**src/rtl/memory_arbiter_pkg.sv**
```systemverilog
// Shared package for the memory arbiter and the pipeline stages around it.
// Holds the default bus widths, the default ack timeout and the arbiter
// state encoding.
package memory_arbiter_pkg;

  localparam int unsigned DefAddrWidth = 32;
  localparam int unsigned DefDataWidth = 32;
  localparam int unsigned DefTimeout   = 255;

  // IDLE: no RAM transaction outstanding.
  // FETCH / DATA: one transaction outstanding for the fetch or memory stage.
  typedef enum logic [1:0] {
    StIdle  = 2'd0,
    StFetch = 2'd1,
    StData  = 2'd2
  } arb_state_e;

endpackage

```
**src/rtl/memory_arbiter_ack_watchdog.sv**
```systemverilog
// Ack watchdog: counts the cycles an outstanding RAM transaction has waited
// for ram_ack and flags expiry once TIMEOUT cycles have passed without one.
//
// Ports:
//   clk     - clock
//   rst     - synchronous active-high reset
//   clear   - restart the count (no transaction, or ack this cycle)
//   enable  - count this cycle (transaction outstanding, no ack)
//   expired - this is the TIMEOUT-th waiting cycle; transaction must end
module memory_arbiter_ack_watchdog
  import memory_arbiter_pkg::*;
#(
  parameter int unsigned TIMEOUT = DefTimeout
) (
  input  logic clk,
  input  logic rst,
  input  logic clear,
  input  logic enable,
  output logic expired
);

  localparam int unsigned CntWidth = $clog2(TIMEOUT + 1);

  // Number of waiting cycles already completed in this transaction.
  logic [CntWidth-1:0] cnt_q;

  always_ff @(posedge clk) begin
    if (rst || clear) begin
      cnt_q <= '0;
    end else if (enable && !expired) begin
      cnt_q <= cnt_q + CntWidth'(1);
    end
  end

  assign expired = enable && (cnt_q == CntWidth'(TIMEOUT - 1));

endmodule

```
**src/rtl/memory_arbiter.sv**
```systemverilog
// Memory arbiter: shares one single-port RAM between the instruction fetch
// stage and the memory (data) stage, with one RAM transaction outstanding at
// a time. Data requests win over fetches, except that the grant taken at the
// ack of a data transaction goes to a pending fetch so fetch cannot starve.
// A watchdog aborts transactions whose ack never arrives and sets a sticky
// timeout_err.
//
// Ports:
//   clk, rst                        - clock, synchronous active-high reset
//   if_req, if_addr, flush          - fetch request, PC, discard in-flight fetch
//   if_ready, if_instruction        - fetch completion pulse and fetched word
//   if_freeze                       - fetch stage must hold PC
//   mem_rd_en, mem_wr_en            - data read/write request
//   mem_addr, mem_wr_data           - data address and write data
//   mem_ready, mem_rd_data          - data completion pulse and read data
//   mem_freeze                      - pipeline must stall for the data access
//   ram_req, ram_we                 - RAM request and write strobe
//   ram_addr, ram_wdata             - RAM address and write data
//   ram_rdata, ram_ack              - RAM read data and acknowledge
//   timeout_err                     - sticky ack-timeout flag
module memory_arbiter
  import memory_arbiter_pkg::*;
#(
  parameter int unsigned ADDR_WIDTH = DefAddrWidth,
  parameter int unsigned DATA_WIDTH = DefDataWidth,
  parameter int unsigned TIMEOUT    = DefTimeout
) (
  input  logic                  clk,
  input  logic                  rst,

  input  logic                  if_req,
  input  logic [ADDR_WIDTH-1:0] if_addr,
  input  logic                  flush,
  output logic                  if_ready,
  output logic [DATA_WIDTH-1:0] if_instruction,
  output logic                  if_freeze,

  input  logic                  mem_rd_en,
  input  logic                  mem_wr_en,
  input  logic [ADDR_WIDTH-1:0] mem_addr,
  input  logic [DATA_WIDTH-1:0] mem_wr_data,
  output logic                  mem_ready,
  output logic [DATA_WIDTH-1:0] mem_rd_data,
  output logic                  mem_freeze,

  output logic                  ram_req,
  output logic                  ram_we,
  output logic [ADDR_WIDTH-1:0] ram_addr,
  output logic [DATA_WIDTH-1:0] ram_wdata,
  input  logic [DATA_WIDTH-1:0] ram_rdata,
  input  logic                  ram_ack,

  output logic                  timeout_err
);

  arb_state_e state_q;
  logic       flush_pending_q;

  logic busy;
  logic data_req;
  logic fetch_first;
  logic grant_data;
  logic grant_fetch;
  logic wd_expired;

  // The unused encoding counts as not busy so it falls into the grant path.
  assign busy     = (state_q == StFetch) || (state_q == StData);
  assign data_req = mem_rd_en | mem_wr_en;

  // Grants are only taken in IDLE or at ram_ack; in DATA that means the ack
  // of a data transaction, where a waiting fetch gets its turn.
  assign fetch_first = (state_q == StData) && if_req;
  assign grant_data  = data_req && !fetch_first;
  assign grant_fetch = if_req && !grant_data;

  memory_arbiter_ack_watchdog #(
    .TIMEOUT(TIMEOUT)
  ) u_ack_watchdog (
    .clk    (clk),
    .rst    (rst),
    .clear  (!busy || ram_ack),
    .enable (busy && !ram_ack),
    .expired(wd_expired)
  );

  always_ff @(posedge clk) begin
    if (rst) begin
      state_q         <= StIdle;
      flush_pending_q <= 1'b0;
      ram_req         <= 1'b0;
      ram_we          <= 1'b0;
      ram_addr        <= '0;
      ram_wdata       <= '0;
      if_ready        <= 1'b0;
      if_instruction  <= '0;
      mem_ready       <= 1'b0;
      mem_rd_data     <= '0;
      timeout_err     <= 1'b0;
    end else begin
      if_ready  <= 1'b0;
      mem_ready <= 1'b0;

      // Completion of the outstanding transaction.
      if (busy && ram_ack) begin
        if (state_q == StFetch) begin
          // A flush anywhere in the transaction, ack cycle included, drops the word.
          if (!(flush_pending_q || flush)) begin
            if_ready       <= 1'b1;
            if_instruction <= ram_rdata;
          end
        end else begin
          mem_ready <= 1'b1;
          if (!ram_we) begin
            mem_rd_data <= ram_rdata;
          end
        end
      end

      if (!busy || ram_ack) begin
        // Grant point: start the next transaction with no bubble, or go idle.
        flush_pending_q <= 1'b0;
        if (grant_data) begin
          state_q   <= StData;
          ram_req   <= 1'b1;
          ram_we    <= mem_wr_en;
          ram_addr  <= mem_addr;
          ram_wdata <= mem_wr_data;
        end else if (grant_fetch) begin
          state_q  <= StFetch;
          ram_req  <= 1'b1;
          ram_we   <= 1'b0;
          ram_addr <= if_addr;
        end else begin
          state_q <= StIdle;
          ram_req <= 1'b0;
          ram_we  <= 1'b0;
        end
      end else if (wd_expired) begin
        // Abandon the transaction silently; the error flag stays set until reset.
        state_q         <= StIdle;
        ram_req         <= 1'b0;
        ram_we          <= 1'b0;
        flush_pending_q <= 1'b0;
        timeout_err     <= 1'b1;
      end else if ((state_q == StFetch) && flush) begin
        flush_pending_q <= 1'b1;
      end
    end
  end

  assign if_freeze  = if_req & ~if_ready;
  assign mem_freeze = data_req & ~mem_ready;

endmodule

```
**config.mk**
```make
export PLATFORM = sky130hd
export DESIGN_NAME = memory_arbiter
export DESIGN_NICKNAME = d
export VERILOG_FILES = /design/src/rtl/memory_arbiter_pkg.sv /design/src/rtl/memory_arbiter_ack_watchdog.sv /design/src/rtl/memory_arbiter.sv
export SDC_FILE = /design/constraint.sdc
export NUM_CORES = 1
export LEC_CHECK = 0
export ABC_AREA = 1
export BUFFER_PORTS_ARGS = -buffer_cell sky130_fd_sc_hd__buf_2
export CAP_MARGIN = 15
export CORE_AREA = 2 2 121 123
export DETAILED_ROUTE_END_ITERATION = 7
export DIE_AREA = 0 0 123 125
export GPL_TIMING_DRIVEN = 0
export PLACE_DENSITY = 0.82
export SLEW_MARGIN = 20
export SYNTH_ARGS = -nofsm -noshare
export SYNTH_HDL_FRONTEND = slang
export SYNTH_HIERARCHICAL = 1
export SYNTH_SLANG_ARGS = --single-unit
```
**constraint.sdc**
```tcl
create_clock -name clk -period 1.95 [get_ports clk]
set_input_delay 0.39 -clock clk [delete_from_list [all_inputs] [get_ports clk]]
set_output_delay 0.39 -clock clk [all_outputs]
set_load 0.05 [all_outputs]
```
Word level (Yosys, flattened, before mapping)
Cells that the tools add are included.
{"block": "totals", "elab_cells": 67, "register_bits": 144, "rom_bits": 0, "n_memories": 0, "latch_bits": 0, "mem_bits_rw": 0}
{"block": "op_classes", "eq_ne": 3, "bitwise_logic": 10, "n_addsub": 1, "muxes": 14, "mul": 0, "shift": 0, "div_mod_pow": 0, "n_lt_le_gt_ge": 0, "n_reduce_logical": 27}
{"op": "$mux W32", "count": 2}
{"op": "$mux W1", "count": 9}
{"op": "$add A8 B1 Y8 const B", "count": 1}
{"op": "$eq A8 B8 Y1 const B", "count": 1}
{"op": "$logic_and A1 B1 Y1", "count": 8}
{"op": "$not A1 Y1", "count": 7}
{"op": "$mux W2", "count": 3}
{"op": "$reduce_and A2 Y1", "count": 3}
{"op": "$reduce_and A3 Y1", "count": 2}
{"op": "$reduce_or A3 Y1", "count": 2}
{"op": "$logic_not A1 Y1", "count": 5}
{"op": "$logic_or A1 B1 Y1", "count": 4}
{"op": "$reduce_bool A2 Y1", "count": 2}
{"op": "$and A1 B1 Y1", "count": 2}
{"op": "$eq A2 B1 Y1 const B", "count": 1}
{"op": "$eq A2 B2 Y1 const B", "count": 1}
{"op": "$reduce_or A2 Y1", "count": 1}
{"op": "$or A1 B1 Y1", "count": 1}

Logic depth before layout (Yosys ltp)
Gate-level depths: netlist (run 1).
{"block": "depth", "word_depth": 9, "ltp_mapped": 10, "depth_no_buf": 10}

Modules after synthesis
Netlist (run 1), hierarchy kept.
{"mod": "memory_arbiter", "instances": 1, "area_per_inst_um2": 5746.8, "seq_area_each_um2": 2722.6, "cells_per_inst": 870}
{"mod": "memory_arbiter_ack_watchdog", "instances": 1, "area_per_inst_um2": 481.7, "seq_area_each_um2": 160.2, "cells_per_inst": 70}

Worst setup path after synthesis (run 1)
No wires, ideal clock.
{"block": "synth_timing", "kind": "reg-to-reg", "from": "register state_q[0]", "to": "register state_q[1]", "t_arrival_ns": 1.484, "stages_incl_launch_ff": 11, "setup_time_ns": 0.136, "slack_ns": 0.330, "synth_period_minus_slack_ns": 1.620, "path_cell_list": "dfxtp_1 -> inv_1 -> ha_1 -> inv_2 -> nand2_4 -> inv_1 -> inv_1 -> nor2_1 -> nor2_1 -> nand2_1 -> o22ai_1"}
{"item": "start, declared", "line_no": "memory_arbiter.sv:56", "source": "arb_state_e state_q;"}
{"item": "start signal, assigned", "line_no": "memory_arbiter.sv:88", "source": "state_q <= StIdle;"}
{"item": "start signal, assigned", "line_no": "memory_arbiter.sv:123", "source": "state_q <= StData;"}
{"item": "start signal, assigned", "line_no": "memory_arbiter.sv:129", "source": "state_q <= StFetch;"}
{"item": "$eq A2 B1 Y1 / $eq A2 B2 Y1 (equally long branches)", "line_no": "memory_arbiter.sv:67", "source": "assign busy = (state_q == StFetch) || (state_q == StData);"}
{"item": "$logic_or A1 B1 Y1 *", "line_no": "memory_arbiter.sv:67"}
{"item": "$logic_and A1 B1 Y1 *", "line_no": "memory_arbiter.sv:82", "source": ".enable (busy && !ram_ack),"}
{"item": "$logic_and A1 B1 Y1 *", "line_no": "memory_arbiter_ack_watchdog.sv:35", "source": "assign expired = enable && (cnt_q == CntWidth'(TIMEOUT - 1));"}
{"item": "via wd_expired", "line_no": "memory_arbiter.sv:64", "source": "logic wd_expired;"}
{"item": "$reduce_bool A2 Y1 (no source line) *"}
Mark *: on every way through the listed nets, which the timed path passes. The rest lies on a longest branch.
A chain may end at the register's enable or synchronous reset.

Final worst setup path (run 1)
{"block": "layout_timing", "from": "register state_q[0]", "to": "register if_instruction[29]"}
{"block": "layout_between", "elab_chain_len": 4}
{"item": "$eq A2 B1 Y1 / $eq A2 B2 Y1 (equally long branches)", "line_no": "memory_arbiter.sv:67, memory_arbiter.sv:105"}
{"item": "$logic_or A1 B1 Y1", "line_no": "memory_arbiter.sv:67"}
{"item": "$logic_and A1 B1 Y1", "line_no": "memory_arbiter.sv:104", "source": "if (busy && ram_ack) begin"}
{"item": "$reduce_and A3 Y1 (no source line) *"}
{"item": "end signal, assigned", "line_no": "memory_arbiter.sv:109", "source": "if_instruction <= ram_rdata;"}
{"item": "end, declared", "line_no": "memory_arbiter.sv:35", "source": "output logic [DATA_WIDTH-1:0] if_instruction,"}
Mark *: on every way between the ends. The rest lies on a longest branch, timed or not.

==> results of run 1 <==
[through the flow]
| step | hold slack [ns] | utilization, % | setup slack (ns) | cell area (um2) |
|---|---|---|---|---|
| 4_1_cts | 0.183 | 59.3 | 0.0627 | 8430 |
| 2_1_floorplan | 0.452 | - | 0.330 | 6230 |
| 6_report | 0.197 | 59.6 | 0.116 | 8470 |
| 3_5_place_dp | 0.451 | 55.0 | 0.0933 | 7800 |
| 5_1_grt | 0.189 | 59.6 | 0.0344 | 8470 |
| 3_3_place_gp | 0.446 | 55.0 | 0.129 | 7800 |
[worst paths after layout]
check / start / cells past startpoint / slack (ns) / to
setup / recovery: state_q[0]$_SDFFE_PP0P_ / 7 / 0.12 / if_instruction[29]$_SDFFE_PP0P_
hold / removal: mem_wr_data[10] / 3 / 0.20 / ram_wdata[10]$_SDFFE_PP0P_
setup reg to reg: state_q[0]$_SDFFE_PP0P_ / 7 / 0.12 / if_instruction[29]$_SDFFE_PP0P_
hold reg to reg: mem_rd_data[30]$_SDFFE_PP0P_ / 2 / 0.47 / mem_rd_data[30]$_SDFFE_PP0P_
[what timing repair did]
action / 4_1_cts / 5_1_grt
gates resized for setup: 0 / 10
buffers inserted: 0 / 3
endpoints found under the setup margin: 0 / 23
[cell usage after synthesis]
master,instances
sky130_fd_sc_hd__nand2_1,249
sky130_fd_sc_hd__nor2_1,246
sky130_fd_sc_hd__dfxtp_1,144
sky130_fd_sc_hd__inv_1,111
sky130_fd_sc_hd__a21oi_1,38
sky130_fd_sc_hd__nand3_1,37
sky130_fd_sc_hd__o21ai_0,36
sky130_fd_sc_hd__buf_2,21
sky130_fd_sc_hd__clkbuf_1,15
sky130_fd_sc_hd__buf_4,9
sky130_fd_sc_hd__nand4_1,5
sky130_fd_sc_hd__ha_1,4
sky130_fd_sc_hd__nand2_2,4
sky130_fd_sc_hd__buf_6,3
sky130_fd_sc_hd__inv_2,3
sky130_fd_sc_hd__nand2_4,3
sky130_fd_sc_hd__nand3_2,3
sky130_fd_sc_hd__nor2_4,2
sky130_fd_sc_hd__xnor2_1,2
sky130_fd_sc_hd__buf_1,1
sky130_fd_sc_hd__inv_4,1
sky130_fd_sc_hd__nor4_1,1
sky130_fd_sc_hd__o22ai_1,1
sky130_fd_sc_hd__xor2_1,1
[report_power, final]
| part | internal [uW] | switching, uW |
|---|---|---|
| Clock | 2100 | 1320 |
| Combinational | 577 | 1560 |
| Sequential | 3160 | 107 |
[state kept, by name, indices dropped and copies added (netlist names)]
signal / flops
if_ready: 1
ram_wdata: 32
flush_pending_q: 1
mem_rd_data: 32
ram_addr: 32
timeout_err: 1
state_q: 2
mem_ready: 1
u_ack_watchdog/cnt_q: 8
ram_we: 1
if_instruction: 32
ram_req: 1
[worst min-delay path, cell delays in order]
cell	delay, ns
sky130_fd_sc_hd__buf_2	0.07
sky130_fd_sc_hd__nor2_1	0.03
sky130_fd_sc_hd__nor2_1	0.08
[placed cells by master (no fill, tap or decap), types with 4 or more instances in the layout]
cell type / netlist / layout
sky130_fd_sc_hd__o21ai_0: 36 / 36
sky130_fd_sc_hd__ha_1: 4 / 4
sky130_fd_sc_hd__nand2_1: 249 / 249
sky130_fd_sc_hd__inv_6: 0 / 5
sky130_fd_sc_hd__dfxtp_1: 144 / 144
sky130_fd_sc_hd__clkbuf_16: 0 / 17
sky130_fd_sc_hd__clkbuf_1: 15 / 11
sky130_fd_sc_hd__nor2_1: 246 / 246
sky130_fd_sc_hd__inv_1: 111 / 110
sky130_fd_sc_hd__buf_2: 21 / 290
sky130_fd_sc_hd__a21oi_1: 38 / 38
sky130_fd_sc_hd__nand2_2: 4 / 4
sky130_fd_sc_hd__clkbuf_2: 0 / 4
sky130_fd_sc_hd__nand3_1: 37 / 37
sky130_fd_sc_hd__buf_4: 9 / 12
sky130_fd_sc_hd__nand4_1: 5 / 5
[layer usage]
layer  GRT usage [%]  wire [um]  part of all wire, %
met5               0         13                0.070
met3            9.08       1620                  8.8
met2            39.5       8670                   47
met4            9.43        573                  3.1
met1            26.4       7570                   41
[layout make-up]
type	count	area, um2
Inverter	115	438
Multi-Input combinational cell	632	2650
Clock buffer	19	453
Tap cell	184	230
Buffer	49	272
Sequential cell	144	2880
Clock inverter	13	171
Antenna cell	1	2.50
Timing Repair Buffer	272	1370
Fill cell	1344	5730
[cell families (layout without fill, tap and decap cells)]
group | after synthesis | in the layout | share of synthesized area (%)
AND/OR/NAND/NOR | 550 | 550 | 35.2
AO/OA/AOI/OAI | 75 | 75 | 6.05
XOR/XNOR | 3 | 3 | 0.422
buffers and inverters | 164 | 468 | 11.2
adder cells (fa/ha/maj) | 4 | 4 | 0.804
other | 0 | 1 | 0
flip-flops | 144 | 144 | 46.3
==> impl_results.rst, run 1 <==
.. list-table::
   :header-rows: 1

   * - Metric
     - Value
   * - Insertion delay to the later sink of the worst-skew pair
     - 0.42 ns
   * - Layout-stage area growth over the synthesis result
     - 36.0%
   * - DRT antenna net count
     - 0
   * - Clock transition at the register clock pins on the worst setup and hold paths after CTS
     - 0.06 ns
   * - Netlist Area Pre-Place
     - 6230 um2
   * - Number of vias after detailed routing
     - 6512
   * - CP required
     - 2.25 ns
   * - Worst slew margin
     - 60.1%
   * - TritonCTS clock tree
     - built
   * - Count of pins on the block boundary
     - 270
   * - Overall track demand over capacity in global routing
     - 23.5%
   * - Transition time of the tightest slew-check pin
     - 0.599 ns
   * - Routed via count divided by cell count
     - 4.56
   * - Estimated wirelength of the detail-placed design
     - 13700 um
   * - Global-route wire length before repair
     - 28500 um
   * - Crit path kind
     - reg -> reg
   * - TritonCTS sink count
     - 144
   * - Post-cts hold buffer count
     - 0
   * - Number of non-filler instances in the completed layout
     - 1429
   * - Startpoint types
     - flop
   * - Pwr per Cell Area
     - 1040 nW/um2
   * - Nets in the synthesized netlist
     - 1079
   * - GRT Residual Overflow
     - 0
   * - Final count of hold timing violations
     - 0
   * - Number of antenna violations at the first check in global routing
     - 1
   * - H-tree depth
     - 4
   * - First DRT Iteration DRCs
     - 262
   * - Largest net degree at the start of global routing
     - 17
   * - Number of synthesized register bits
     - 144
   * - Number of rows created at floorplan
     - 44
   * - DR pass1 iterations
     - 5
   * - Effective utilization at floorplan
     - 43.9%
   * - Number of slew-limit violations in the final report
     - 0
   * - Unique masters post-synth
     - 24
   * - Routability congestion estimate
     - 0.932
   * - Full die area
     - 15400 um2
   * - WL per Instance
     - 12.9 um
   * - Status
     - completed
   * - Summed negative setup slack over all endpoints
     - 0 ns
   * - DRC violation count after routing
     - 0
   * - Crit path buf inv count
     - 2
   * - Routed WL
     - 18400 um
   * - Number of setup violations in the final report
     - 0
   * - Setup repair after global routing missed its margin
     - false
   * - Average cell area after synthesis
     - 6.63 um2
   * - Worst min path class
     - in -> reg
   * - Main area contributors after synthesis
     - sky130_fd_sc_hd__dfxtp_1, sky130_fd_sc_hd__nand2_1, sky130_fd_sc_hd__nor2_1
   * - F_max
     - 0.545 GHz
   * - Fin crit share
     - 94.1%
   * - Top Family by Delay on Critical Path
     - simple AND/OR/NAND/NOR gates
   * - Die Width
     - 123 um
   * - Worst IR drop on VDD
     - 0.000644 V
   * - Cell with the biggest individual delay on the critical path
     - sky130_fd_sc_hd__ha_1
   * - Number of violations of the max-capacitance limit
     - 0
   * - Clock root buffer
     - sky130_fd_sc_hd__clkbuf_16
   * - Number of instances in the synthesized netlist
     - 940
   * - Core area
     - 14200 um2
   * - Cell count after placement
     - 1393
   * - Critical path cell sequence
     - inv_1, ha_1, nor2_4, nand3_4, clkbuf_2, o21ai_0, nor2_1
   * - Number of buffers inserted by port buffering
     - 269
   * - Net total in the final layout
     - 1370
   * - Delay of the slowest cell on the worst path
     - 0.36 ns
   * - Yosys top cell by area
     - sky130_fd_sc_hd__dfxtp_1
   * - Leakage power figure
     - 0.00455 uW
   * - Number of buffers inserted during clock tree synthesis
     - 17
   * - DIE HEIGHT
     - 125 um
   * - Maximum number of buffers from clock root to sink
     - 2
   * - Total power of the final layout
     - 8820 uW
   * - Sequential element share of the synthesized area
     - 46.3%
   * - Time the final worst path needs with I/O delays and setup
     - 1.83 ns
   * - Synth warnings
     - 6
   * - Worst clock skew
     - 0.0104 ns
   * - Area share of the largest cell type after synthesis
     - 46.3%
   * - Vias in the first global route
     - 6079
   * - Largest driver fanout on the critical path
     - 10
   * - Worst endpoint data arrival time
     - 2.13 ns
   * - Ratio of cells with drive above 1 in the final layout
     - 28.8%
   * - Critical Path End Type
     - flop
(Power assumes the default switching activity.)
==> run 2, diff against run 1 <==
CORE_AREA = 2 2 116 118   (was 2 2 121 123)
DIE_AREA = 0 0 118 120   (was 0 0 123 125)
PLACE_DENSITY = 0.84   (was 0.82)
SYNTH_HIERARCHICAL = default   (was 1)
==> run 2 against run 1 <==
Net effect:
- flip-flop and latch count unchanged
- cell area down 7.1%
- die area down 7.9%
- critical path depth up 1
- core utilization up 1.0 points
- count of clock-buffer cells in the layout down 1
- combinational power down 6%
- synthesized cell count down 17%
- first-iteration DRC count up 18%
- final cell count down 12%
- non-clock buffer count down 5
- via count down 6.7%
- critical path type unchanged
- critical endpoint is now if_instruction[9]$_SDFFE_PP0P_
- largest power group unchanged
==> impl_results.rst, run 2 <==
.. list-table::
   :header-rows: 1

   * - Metric
     - Value
   * - Worst endpoint data arrival time
     - 2.12 ns
   * - DR pass1 iterations
     - 5
   * - Critical Path End Type
     - flop
   * - Average cell area after synthesis
     - 7.30 um2
   * - Number of setup violations in the final report
     - 0
   * - Number of slew-limit violations in the final report
     - 0
   * - Leading cell type in the layout, fill and taps excluded
     - sky130_fd_sc_hd__buf_2
   * - Maximum number of buffers from clock root to sink
     - 2
   * - Ratio of cells with drive above 1 in the final layout
     - 31.5%
   * - Clock root buffer
     - sky130_fd_sc_hd__clkbuf_16
   * - Worst IR drop on VDD
     - 0.000708 V
   * - Instance count along the most critical hold path
     - 3
   * - Total power of the final layout
     - 8670 uW
   * - Routed via count divided by cell count
     - 4.84
   * - Time the final worst path needs with I/O delays and setup
     - 1.81 ns
   * - Yosys top cell by area
     - sky130_fd_sc_hd__dfxtp_1
   * - Startpoint types
     - flop
   * - Number of rows created at floorplan
     - 42
   * - Most used DFF post-synth
     - sky130_fd_sc_hd__dfxtp_1
   * - First DRT Iteration DRCs
     - 309
   * - Number of buffers inserted during clock tree synthesis
     - 17
   * - Unique masters post-synth
     - 25
   * - Internal cell power
     - 5770 uW
   * - Worst slew margin
     - 66.4%
   * - Standard cell area after detailed placement
     - 7250 um2
   * - Number of instances in the synthesized netlist
     - 779
   * - CP required
     - 2.25 ns
   * - Post-Route Hold Slack
     - 0.192 ns
   * - Status
     - completed
   * - Nets in the synthesized netlist
     - 918
   * - Full die area
     - 14200 um2
   * - Layout-stage area growth over the synthesis result
     - 38.5%
   * - Post-route standard cell area excluding fillers
     - 7870 um2
   * - Worst min path class
     - in -> reg
   * - Number of synthesized register bits
     - 144
   * - F_max
     - 0.551 GHz
   * - Number of antenna violations at the first check in global routing
     - 2
   * - Setup repair after global routing missed its margin
     - true
   * - Pwr per Cell Area
     - 1100 nW/um2
   * - Insertion delay to the later sink of the worst-skew pair
     - 0.42 ns
   * - Leakage power figure
     - 0.00391 uW
   * - WL per Instance
     - 13.6 um
   * - TritonCTS sink count
     - 144
   * - Sequential group share of total power
     - 38.0%
   * - Number of vias after detailed routing
     - 6078
   * - GRT Residual Overflow
     - 0
   * - Number of violations of the max-capacitance limit
     - 0
   * - Netlist Area Pre-Place
     - 5680 um2
   * - Area share of the largest cell type after synthesis
     - 50.7%
   * - Overall track demand over capacity in global routing
     - 24.3%
   * - DIE HEIGHT
     - 120 um
   * - FFs w/ async S/R, synth
     - 0%
   * - Number of non-filler instances in the completed layout
     - 1257
   * - Summed negative setup slack over all endpoints
     - 0 ns
   * - Switching share of power
     - 33.5%
   * - Crit path kind
     - reg -> reg
   * - Count of pins on the block boundary
     - 270
   * - Cell count after placement
     - 1223
   * - Vias in the first global route
     - 5808
   * - Synth warnings
     - 0
   * - Clock share of power
     - 38.8%
   * - H-tree depth
     - 4
   * - Routability congestion estimate
     - 0.878
   * - Clock transition at the register clock pins on the worst setup and hold paths after CTS
     - 0.06 ns
   * - Worst clock skew
     - 0.00910 ns
   * - Most common cell in the netlist
     - sky130_fd_sc_hd__nand2_1
   * - DRT antenna net count
     - 0
   * - Routed WL
     - 17100 um
   * - Net total in the final layout
     - 1205
   * - Count of cells along the worst register-to-register path
     - 8
   * - Fin crit share
     - 93.1%
   * - EDFF count, synth
     - 0
   * - Highest-count cells in the layout ignoring fill and taps
     - sky130_fd_sc_hd__buf_2, sky130_fd_sc_hd__nand2_1, sky130_fd_sc_hd__nor2_1
   * - Global-route wire length before repair
     - 27500 um
   * - Estimated wirelength of the detail-placed design
     - 12800 um
   * - Largest net degree at the start of global routing
     - 17
   * - Effective utilization at floorplan
     - 43.8%
   * - DRC violation count after routing
     - 0
   * - Transition time of the tightest slew-check pin
     - 0.504 ns
   * - List of most frequent post-synthesis cells
     - sky130_fd_sc_hd__nand2_1, sky130_fd_sc_hd__nor2_1, sky130_fd_sc_hd__dfxtp_1, sky130_fd_sc_hd__o21ai_0, sky130_fd_sc_hd__a21oi_1
   * - Die Width
     - 118 um
   * - Post-cts hold buffer count
     - 0
   * - Core area
     - 13000 um2
   * - Largest driver fanout on the critical path
     - 10
   * - TritonCTS clock tree
     - built
   * - Sw power
     - 2910 uW
   * - Main area contributors after synthesis
     - sky130_fd_sc_hd__dfxtp_1, sky130_fd_sc_hd__nand2_1, sky130_fd_sc_hd__nor2_1
   * - Minimum setup slack among reg-to-reg paths
     - 0.14 ns
   * - Final count of hold timing violations
     - 0
   * - Sequential element share of the synthesized area
     - 50.7%
   * - Gate power share
     - 23.2%
   * - Number of buffers inserted by port buffering
     - 268
-- run 2: cell types whose count changed in the layout (fill, tap and decap cells not counted), moves of 4 or more --
cell	before	now
sky130_fd_sc_hd__inv_1	110	51
sky130_fd_sc_hd__o21ai_0	36	98
sky130_fd_sc_hd__o21ai_1	0	4
sky130_fd_sc_hd__buf_2	290	283
sky130_fd_sc_hd__nor2_1	246	145
sky130_fd_sc_hd__a21oi_1	38	68
sky130_fd_sc_hd__buf_4	12	3
sky130_fd_sc_hd__nand2_1	249	185
sky130_fd_sc_hd__nand3_1	37	11
sky130_fd_sc_hd__clkbuf_1	11	17
sky130_fd_sc_hd__buf_6	3	7
-- run 2: area by class of cell --
class	count	area [um2]
well taps	176	220
clock buffers	18	439
fillers	1220	5110
flip-flops and latches	144	2880
plain buffers	48	269
multi-input cells	532	2330
repair buffers	268	1340
inverters	55	206
clock inverters	14	176
diodes	2	5.00
-- run 2: path summary, 6_finish.rpt --
kind | from | end
worst min register to register | if_instruction[17]$_SDFFE_PP0P_ | if_instruction[17]$_SDFFE_PP0P_
worst max register to register | state_q[0]$_SDFFE_PP0N_ | if_instruction[9]$_SDFFE_PP0P_
worst max-delay path | state_q[0]$_SDFFE_PP0N_ | if_instruction[9]$_SDFFE_PP0P_
worst min-delay path | mem_wr_data[8] | ram_wdata[8]$_SDFFE_PP0P_
-- run 2: kinds of logic after synthesis --
logic type	count (synthesis)	synth area share, %
xor gates and xnor gates	1	0.154
DFF	144	50.7
AOI/OAI and AO/OA	173	15.5
buffers and inverters	103	8.32
adders and majority gates	4	0.881
and+or+nand+nor	354	24.4
-- run 2: through the flow --
| stage | utilization, % | setup slack [ns] |
|---|---|---|
| 4_1_cts | 60.6 | 0.105 |
| 2_1_floorplan | - | 0.370 |
| 3_3_place_gp | 55.8 | 0.201 |
| 6_report | 60.6 | 0.135 |
| 5_1_grt | 60.6 | -0.0159 |
| 3_5_place_dp | 55.8 | 0.185 |
-- run 2: worst max-delay path: stages (launching register included) --
cell	delay (ns)
sky130_fd_sc_hd__dfxtp_1	0.34
sky130_fd_sc_hd__inv_1	0.06
sky130_fd_sc_hd__ha_1	0.36
sky130_fd_sc_hd__nor2_2	0.16
sky130_fd_sc_hd__nand3_1	0.09
sky130_fd_sc_hd__buf_2	0.18
sky130_fd_sc_hd__clkbuf_2	0.21
sky130_fd_sc_hd__o21ai_0	0.23
sky130_fd_sc_hd__a21oi_1	0.07
-- run 2: routing by layer --
metal  global-route usage (%)  part of all wire, %
met1                     27.3                   41
met2                     42.0                   48
met3                     7.32                  6.9
met4                     12.0                  3.5
met5                        0                    0
-- run 2: what timing repair did --
item / in CTS / in global routing
resized for setup: 0 / 5
endpoints found under the setup margin: 0 / 18
buffers inserted: 0 / 0
-- run 2: power by group through the flow --
| stage | logic (uW) | registers [uW] | clock network (uW) |
|---|---|---|---|
| 2_1_floorplan | 629 | 4160 | 0 |
| 3_3_place_gp | 1980 | 3350 | 0 |
| 3_5_place_dp | 2000 | 3350 | 0 |
| 4_1_cts | 2010 | 3300 | 3410 |
| 5_1_grt | 2160 | 3320 | 3560 |
| 6_report | 2010 | 3300 | 3370 |
